File: config.mk
export PLATFORM = sky130hd
export DESIGN_NAME = fru_filter_ctrl
export DESIGN_NICKNAME = d
export VERILOG_FILES = /design/src/rtl/fru_pkg.sv /design/src/rtl/fru_override_timer.sv /design/src/rtl/fru_filter_ctrl.sv
export SDC_FILE = /design/constraint.sdc
export NUM_CORES = 1
export LEC_CHECK = 0
export BUFFER_PORTS_ARGS = -buffer_cell sky130_fd_sc_hd__buf_4
export CAP_MARGIN = 25
export CORE_MARGIN = 2
export CORE_UTILIZATION = 48
export DETAILED_ROUTE_END_ITERATION = 8
export HOLD_SLACK_MARGIN = 0.1
export PLACE_DENSITY = 0.78
export SYNTH_ARGS = -nofsm -noshare
export SYNTH_HDL_FRONTEND = slang
export SYNTH_HIERARCHICAL = 1
export SYNTH_SLANG_ARGS = --single-unit
File: constraint.sdc
create_clock -name clk -period 1.8 [get_ports clk]
set_input_delay 0 -clock clk [delete_from_list [all_inputs] [get_ports clk]]
set_output_delay 0 -clock clk [all_outputs]
set_load 0.01 [all_outputs]
File: src/rtl/fru_pkg.sv
// fru_pkg
// Shared types and default sizes for the filter-override controller.
//   fru_state_e      : controller state encoding
//   FRU_FILTER_SIZE  : default lane count of the signal filter unit
//   FRU_TIMER_W      : default width of the override-duration counter
package fru_pkg;

  localparam int FRU_FILTER_SIZE = 10;
  localparam int FRU_TIMER_W     = 16;

  typedef enum logic [1:0] {
    ST_IDLE    = 2'd0,
    ST_ARMED   = 2'd1,
    ST_ACTIVE  = 2'd2,
    ST_RELEASE = 2'd3
  } fru_state_e;

endpackage

File: src/rtl/fru_override_timer.sv
// fru_override_timer
// Down-counter that bounds the length of an override.
//   clk, rst_n : block clock, async active-low reset (count cleared)
//   load       : load load_val (takes priority over en)
//   load_val   : override length in cycles
//   en         : decrement this cycle
//   expire     : high during the last counted cycle (count == 1)
// A loaded value of 0 never expires: the count stays parked at 0.
module fru_override_timer
  import fru_pkg::*;
#(
  parameter int TIMER_W = FRU_TIMER_W
) (
  input  logic               clk,
  input  logic               rst_n,
  input  logic               load,
  input  logic [TIMER_W-1:0] load_val,
  input  logic               en,
  output logic               expire
);

  logic [TIMER_W-1:0] count_d, count_q;

  always_comb begin
    count_d = count_q;
    if (load) begin
      count_d = load_val;
    end else if (en && (count_q != '0)) begin
      count_d = count_q - 1'b1;
    end
  end

  always_ff @(posedge clk or negedge rst_n) begin
    if (!rst_n) begin
      count_q <= '0;
    end else begin
      count_q <= count_d;
    end
  end

  assign expire = (count_q == TIMER_W'(1));

endmodule

File: src/rtl/fru_filter_ctrl.sv
// fru_filter_ctrl
// Stages a per-lane override (bypass mask + constant) for the signal filter
// unit and applies it on Trigger until Abort or, when built with
// FRU_FILTER_TIMEOUT_EN, until the staged duration runs out.
//   clk, rst_n            : block clock, async active-low reset
//   CfgValid / CfgReady   : configuration handshake (ready only in IDLE)
//   CfgBypass, CfgConst   : lane mask / constant to stage
//   CfgDuration           : override length, 0 = hold until Abort
//                           (ignored unless FRU_FILTER_TIMEOUT_EN)
//   Trigger, Abort        : start / cancel the override (Abort wins)
//   BypassEn, RegConst    : registered drive to the filter unit
//   Active                : override currently applied
//
// state   | meaning
// --------+---------------------------------------------------
// IDLE    | no override staged, accepting configuration
// ARMED   | configuration staged, waiting for Trigger or Abort
// ACTIVE  | override applied to the filter lanes
// RELEASE | one cycle with outputs cleared, then back to IDLE
module fru_filter_ctrl
  import fru_pkg::*;
#(
  parameter int FILTER_SIZE = FRU_FILTER_SIZE,
  parameter int TIMER_W     = FRU_TIMER_W
) (
  input  logic                   clk,
  input  logic                   rst_n,
  input  logic                   CfgValid,
  output logic                   CfgReady,
  input  logic [FILTER_SIZE-1:0] CfgBypass,
  input  logic [FILTER_SIZE-1:0] CfgConst,
  input  logic [TIMER_W-1:0]     CfgDuration,
  input  logic                   Trigger,
  input  logic                   Abort,
  output logic [FILTER_SIZE-1:0] BypassEn,
  output logic [FILTER_SIZE-1:0] RegConst,
  output logic                   Active
);

  fru_state_e             state_d, state_q;
  logic [FILTER_SIZE-1:0] sh_byp_d, sh_byp_q;
  logic [FILTER_SIZE-1:0] sh_const_d, sh_const_q;
  logic [FILTER_SIZE-1:0] byp_d, byp_q;
  logic [FILTER_SIZE-1:0] const_d, const_q;
  logic                   active_d, active_q;
  logic                   handshake;
  logic                   timer_load;
  logic                   timer_expire;

  assign handshake = (state_q == ST_IDLE) && CfgValid;

`ifdef FRU_FILTER_TIMEOUT_EN
  logic [TIMER_W-1:0] sh_dur_d, sh_dur_q;

  assign sh_dur_d = handshake ? CfgDuration : sh_dur_q;

  always_ff @(posedge clk or negedge rst_n) begin
    if (!rst_n) begin
      sh_dur_q <= '0;
    end else begin
      sh_dur_q <= sh_dur_d;
    end
  end

  fru_override_timer #(
    .TIMER_W (TIMER_W)
  ) u_timer (
    .clk      (clk),
    .rst_n    (rst_n),
    .load     (timer_load),
    .load_val (sh_dur_q),
    .en       (state_q == ST_ACTIVE),
    .expire   (timer_expire)
  );
`else
  // CfgDuration has no effect in this build; only Abort ends an override.
  logic unused_cfg_duration;
  assign unused_cfg_duration = ^{CfgDuration, timer_load};
  assign timer_expire        = 1'b0;
`endif

  always_comb begin
    state_d    = state_q;
    sh_byp_d   = sh_byp_q;
    sh_const_d = sh_const_q;
    byp_d      = byp_q;
    const_d    = const_q;
    active_d   = active_q;
    timer_load = 1'b0;
    case (state_q)
      ST_IDLE: begin
        byp_d    = '0;
        const_d  = '0;
        active_d = 1'b0;
        if (handshake) begin
          sh_byp_d   = CfgBypass;
          sh_const_d = CfgConst;
          state_d    = ST_ARMED;
        end
      end
      ST_ARMED: begin
        byp_d    = '0;
        const_d  = '0;
        active_d = 1'b0;
        if (Abort) begin
          state_d = ST_RELEASE;
        end else if (Trigger) begin
          // Outputs load on the same edge the state enters ACTIVE.
          state_d    = ST_ACTIVE;
          byp_d      = sh_byp_q;
          const_d    = sh_const_q;
          active_d   = 1'b1;
          timer_load = 1'b1;
        end
      end
      ST_ACTIVE: begin
        if (Abort || timer_expire) begin
          state_d  = ST_RELEASE;
          byp_d    = '0;
          const_d  = '0;
          active_d = 1'b0;
        end
      end
      ST_RELEASE: begin
        state_d  = ST_IDLE;
        byp_d    = '0;
        const_d  = '0;
        active_d = 1'b0;
      end
      default: begin
        state_d  = ST_IDLE;
        byp_d    = '0;
        const_d  = '0;
        active_d = 1'b0;
      end
    endcase
  end

  always_ff @(posedge clk or negedge rst_n) begin
    if (!rst_n) begin
      state_q    <= ST_IDLE;
      sh_byp_q   <= '0;
      sh_const_q <= '0;
      byp_q      <= '0;
      const_q    <= '0;
      active_q   <= 1'b0;
    end else begin
      state_q    <= state_d;
      sh_byp_q   <= sh_byp_d;
      sh_const_q <= sh_const_d;
      byp_q      <= byp_d;
      const_q    <= const_d;
      active_q   <= active_d;
    end
  end

  assign CfgReady = (state_q == ST_IDLE);
  assign BypassEn = byp_q;
  assign RegConst = const_q;
  assign Active   = active_q;

endmodule

# After elaboration in Yosys (flattened, before gate mapping)

Index checks and enable logic that the tools add are counted.

Equality and inequality tests: 6
Mux-type cells: 16
Reductions and logical operators: 5

Operators with widths:

| cell                 | number |
|---|---|
| $pmux W10 S3         | 2 |
| $mux W10             | 5 |
| $mux W2              | 4 |
| $pmux W2 S4          | 1 |
| $eq A2 B2 Y1 const B | 2 |
| $mux W1              | 3 |
| $ne A3 B3 Y1 const B | 1 |
| $pmux W1 S3          | 1 |
| $reduce_and A3 Y1    | 1 |
| $eq A2 B1 Y1 const B | 1 |
| $logic_not A2 Y1     | 1 |
| $ne A2 B1 Y1 const B | 1 |
| $ne A2 B2 Y1 const B | 1 |
| $reduce_and A2 Y1    | 1 |
| $reduce_or A2 Y1     | 1 |
| $logic_and A1 B1 Y1  | 1 |

Register bits: 43
Input bits: 41
Output and inout bits: 22

# Depth between registers and ports, before layout

Depth after elaboration: 4
Depth in mapped cells: 6
Gate-level depth less buffers: 5

# Worst setup path before layout

Ideal clock, no wire load.

Path kind: flip-flop to flip-flop
From: register state_q[0]
To: register state_q[0]
Library setup time: 0.125 ns
Arrival time: 1.337 ns
Slack: 0.338 ns
Cell stages (with the launch flop): 6
Path buffers: 0
Clock period less this slack: 1.462 ns
Cells stage by stage: dfrtp_1 > inv_1 > ha_1 > or3b_1 > o31ai_1 > nor3_1

Word-level cells in the longest chain between the ends: 4

Ends and longest elaborated chain:

| what                        | RTL line               | RTL |
|---|---|---|
| from (decl)                 | fru_filter_ctrl.sv:40  | `fru_state_e state_d, state_q;` |
| from (signal assigned)      | fru_filter_ctrl.sv:148 | `state_q <= state_d;` |
| $logic_not A2 Y1 (*)        | --                     |  |
| named net CfgReady          | fru_filter_ctrl.sv:29  | `output logic CfgReady,` |
| $logic_and A1 B1 Y1         | fru_filter_ctrl.sv:50  | `assign handshake = (state_q == ST_IDLE) && CfgValid;` |
| $ne A2 B1 Y1 (no line)      | --                     |  |
| $reduce_and A3 Y1 (no line) | --                     |  |

The timed path passes the listed nets; every way through them passes the cells marked *.
A chain may end at the register's enable or synchronous reset.

# Worst setup path after layout

From: register state_q[0]
To: register state_q[0]

Word-level cells in the longest chain between the ends: 4

Ends and longest elaborated chain:

| what                        | RTL line |
|---|---|
| $logic_not A2 Y1            | fru_filter_ctrl.sv:50, fru_filter_ctrl.sv:90 |
| $logic_and A1 B1 Y1         | fru_filter_ctrl.sv:50 |
| $ne A2 B1 Y1 (no line)      | -- |
| $reduce_and A3 Y1 (no line) | -- |

Several ways; a longest one is shown, not always the timed one.

==> impl_metrics.toml <==
[status]
status = "completed"

[worst_setup_path]
startpoint_type = "register"
critPathCaptureType = "register"
crit_arrival_ns = 1.87
r2r_end = "state_q[0]$_DFFE_PN0P_"
rrSetupSlack_ns = 0.18
crit_fanout = 6
r2r_cells = 5
crit_required_ns = 2.05
worstSetupPathType = "reg2reg"
regToRegStartpoint = "state_q[0]$_DFFE_PN0P_"

[drt]
drc_errors = 0
vias_per_cell = 5.17
drtIter0Drc = 69
drt_pre_antenna_iters = 4
ant_nets = 0
via_count = 1188
wirelength_um = 3380
wl_per_cell_um = 14.7

[cells_and_area]
n_antenna_cell = 0
area_delta_synth_final_pct = 39.4
drive_gt1_share_pct = 44.0
fin_nets = 227

[grt]
grt_antenna_before_repair = 0
grt_max_degree = 44
grtUsageTotal_pct = 19.0
grt_pass1_wl_um = 5870
first_global_vias = 1304
gr-total-overflow = 0

[floorplan]
core_area_um2 = 3390
ios = 63
start_util_pct = 50.4
die_h_um = 63.7
die_area_um2 = 4050
die_w_um = 63.7
rows = 21

[logic_synthesis]
yosysTopAreaCell = "dfrtp_1"
synth_cell_types = 21
synthArstFlopShare_pct = 100
seq_area_frac_synth_pct = 63.0
synth_seq_cells = 43
synth_top_area_share_pct = 63.0
syn_area_um2 = 1710
synth_cells = 110
synthFlopType = "dfrtp_1"
synth_nets = 154
synth_edf_count = 0
synthTopCellsByArea = "dfrtp_1 63%, mux2_2 13%, a22o_1 10%, buf_6 2.6%, ha_1 2.2%"
syn_avg_cell_area_um2 = 15.5
ys_warn_count = 6
post-synth-top-count-cell = "dfrtp_1"
synth_commonest_cells = "43 x dfrtp_1, 20 x a22o_1, 20 x mux2_2"

[power]
combinationalPowerShare_pct = 32.2
p_per_area_nw_per_um2 = 1220
peakVddDrop_mv = 0.599
p_int_mw = 2.04
p_sw_share_pct = 29.9
clkPwrFrac_pct = 18.6
power_mw = 2.91
switchingPower_mw = 0.870
seq_power_share_pct = 49.3
p_leak_nw = 1.18

[sta]
slew_headroom_pct = 65.4
rsz0062_at_grt = "no"
finalWorstSetupSlack_ns = 0.178
fmax_mhz = 616
clock_skew_ns = 0.0103
timing.setup.tns_ns = 0
min_period_ns = 1.62
final-max-slew-violation-count = 0
finalHoldViolCount = 0
min_period_over_period_pct = 90.1
worst_slew_pin_slew_ns = 0.519
finalSetupViolations = 0

[placement]
place_ws_ns = 0.198
io_buffers = 46
gp_congestion = 0.669
hpwl_um = 2150

[clocking]
cts_num_sinks = 43
h-tree-depth = 2
clk_latency_ns = 0.36
post_cts_buffers = 0
cts_buffers = 5
cts_buffer_depth = 2
clkTransAtPathRegs_ns = 0.12
root_buffer = "clkbuf_4"
cts_tree = "built"

[flow_run]
drv_cap = 0

[hold_path]
hold_path.class = "in2async"
-- power by group through the flow --
stage / registers [mW] / logic, mW / clock network, mW
2_1_floorplan: 1.44 / 0.629 / 0
3_3_place_gp: 1.43 / 0.858 / 0
3_5_place_dp: 1.46 / 0.905 / 0
4_1_cts: 1.43 / 0.947 / 0.552
5_1_grt: 1.47 / 1.02 / 0.594
6_report: 1.43 / 0.936 / 0.540
-- layer usage --
metal / wire length [um] / vias up / track usage [%]
met2: 1720 / 29 / 32.2
li1: - / 548 / -
met5: 0 / - / 0
met1: 1490 / 605 / 23.6
met4: 58 / 0 / 7.34
met3: 119 / 6 / 4.29
-- how the worst max path moves through the flow --
| stage | start | endpoint | depth (start not counted) |
|---|---|---|---|
| global placement | state_q[0]$_DFFE_PN0P_ | state_q[1]$_DFFE_PN0P_ | 5 |
| detailed placement | state_q[0]$_DFFE_PN0P_ | state_q[0]$_DFFE_PN0P_ | 5 |
| floorplan | state_q[0]$_DFFE_PN0P_ | state_q[0]$_DFFE_PN0P_ | 5 |
| CTS | state_q[0]$_DFFE_PN0P_ | state_q[0]$_DFFE_PN0P_ | 5 |
| finish | state_q[0]$_DFFE_PN0P_ | state_q[0]$_DFFE_PN0P_ | 5 |
| global route | state_q[0]$_DFFE_PN0P_ | state_q[0]$_DFFE_PN0P_ | 5 |
-- cells by family (layout without fill, tap and decap cells) --
kind of cell / count (synthesis) / count (layout) / share of synthesized area (%)
adder cells (fa/ha/maj): 3 / 3 / 2.20
AO/OA/AOI/OAI: 25 / 25 / 13.0
multiplexers: 21 / 21 / 13.8
flip-flops: 43 / 43 / 63.0
AND/OR/NAND/NOR: 9 / 9 / 4.10
buffers and inverters: 9 / 83 / 3.88
-- repair_timing --
action | in CTS | in global routing
hold endpoints to repair | 65 | 0
resized for setup | 0 | 0
hold buffers | 23 | 0
-- layout by cell type, fill, tap and decap left out, drive strengths merged --
| cell | count |
|---|---|
| and4bb | 1 |
| nand2 | 1 |
| ha | 3 |
| nand4bb | 1 |
| a22o | 20 |
| a221oi | 1 |
| clkinvlp | 1 |
| dlygate4sd3 | 23 |
| dfrtp | 43 |
| o31ai | 1 |
| nor3 | 1 |
| o21a | 1 |
| nor2b | 2 |
| clkbuf | 7 |
| mux2 | 21 |
| or3b | 1 |
| inv | 3 |
| buf | 49 |
| o211a | 1 |
| a21o | 1 |
| nor2 | 2 |
-- critical path: stages, from the launching register on --
cell     delay [ns]
dfrtp_1        0.42
inv_1          0.10
ha_1           0.29
or3b_1         0.39
o31ai_1        0.26
nor3_1         0.07
-- sequential cells by signal, indices dropped and copies added, names as in the netlist --
signal	flops
RegConst	10
BypassEn	10
Active	1
sh_const_q	10
sh_byp_q	10
state_q	2
-- cell type report --
class                   instances  area (um^2)
multi-input cells              58          567
clock inverters                 1         7.51
well taps                      46         57.6
inverters                       3         11.3
flip-flops and latches         43         1080
repair buffers                 72          598
fillers                       232         1010
clock buffers                   7         65.1
-- through the flow --
step	hold WS [ns]	instances	utilization [%]	instance area [um^2]
3_5_place_dp	0.0166	199	61.4	2080
6_report	0.143	230	70.3	2380
4_1_cts	0.133	230	70.3	2380
2_1_floorplan	-0.296	110	-	1710
3_3_place_gp	0.00143	199	61.4	2080
5_1_grt	0.154	230	70.3	2380
Note: power is estimated with default switching activity, not from simulation.
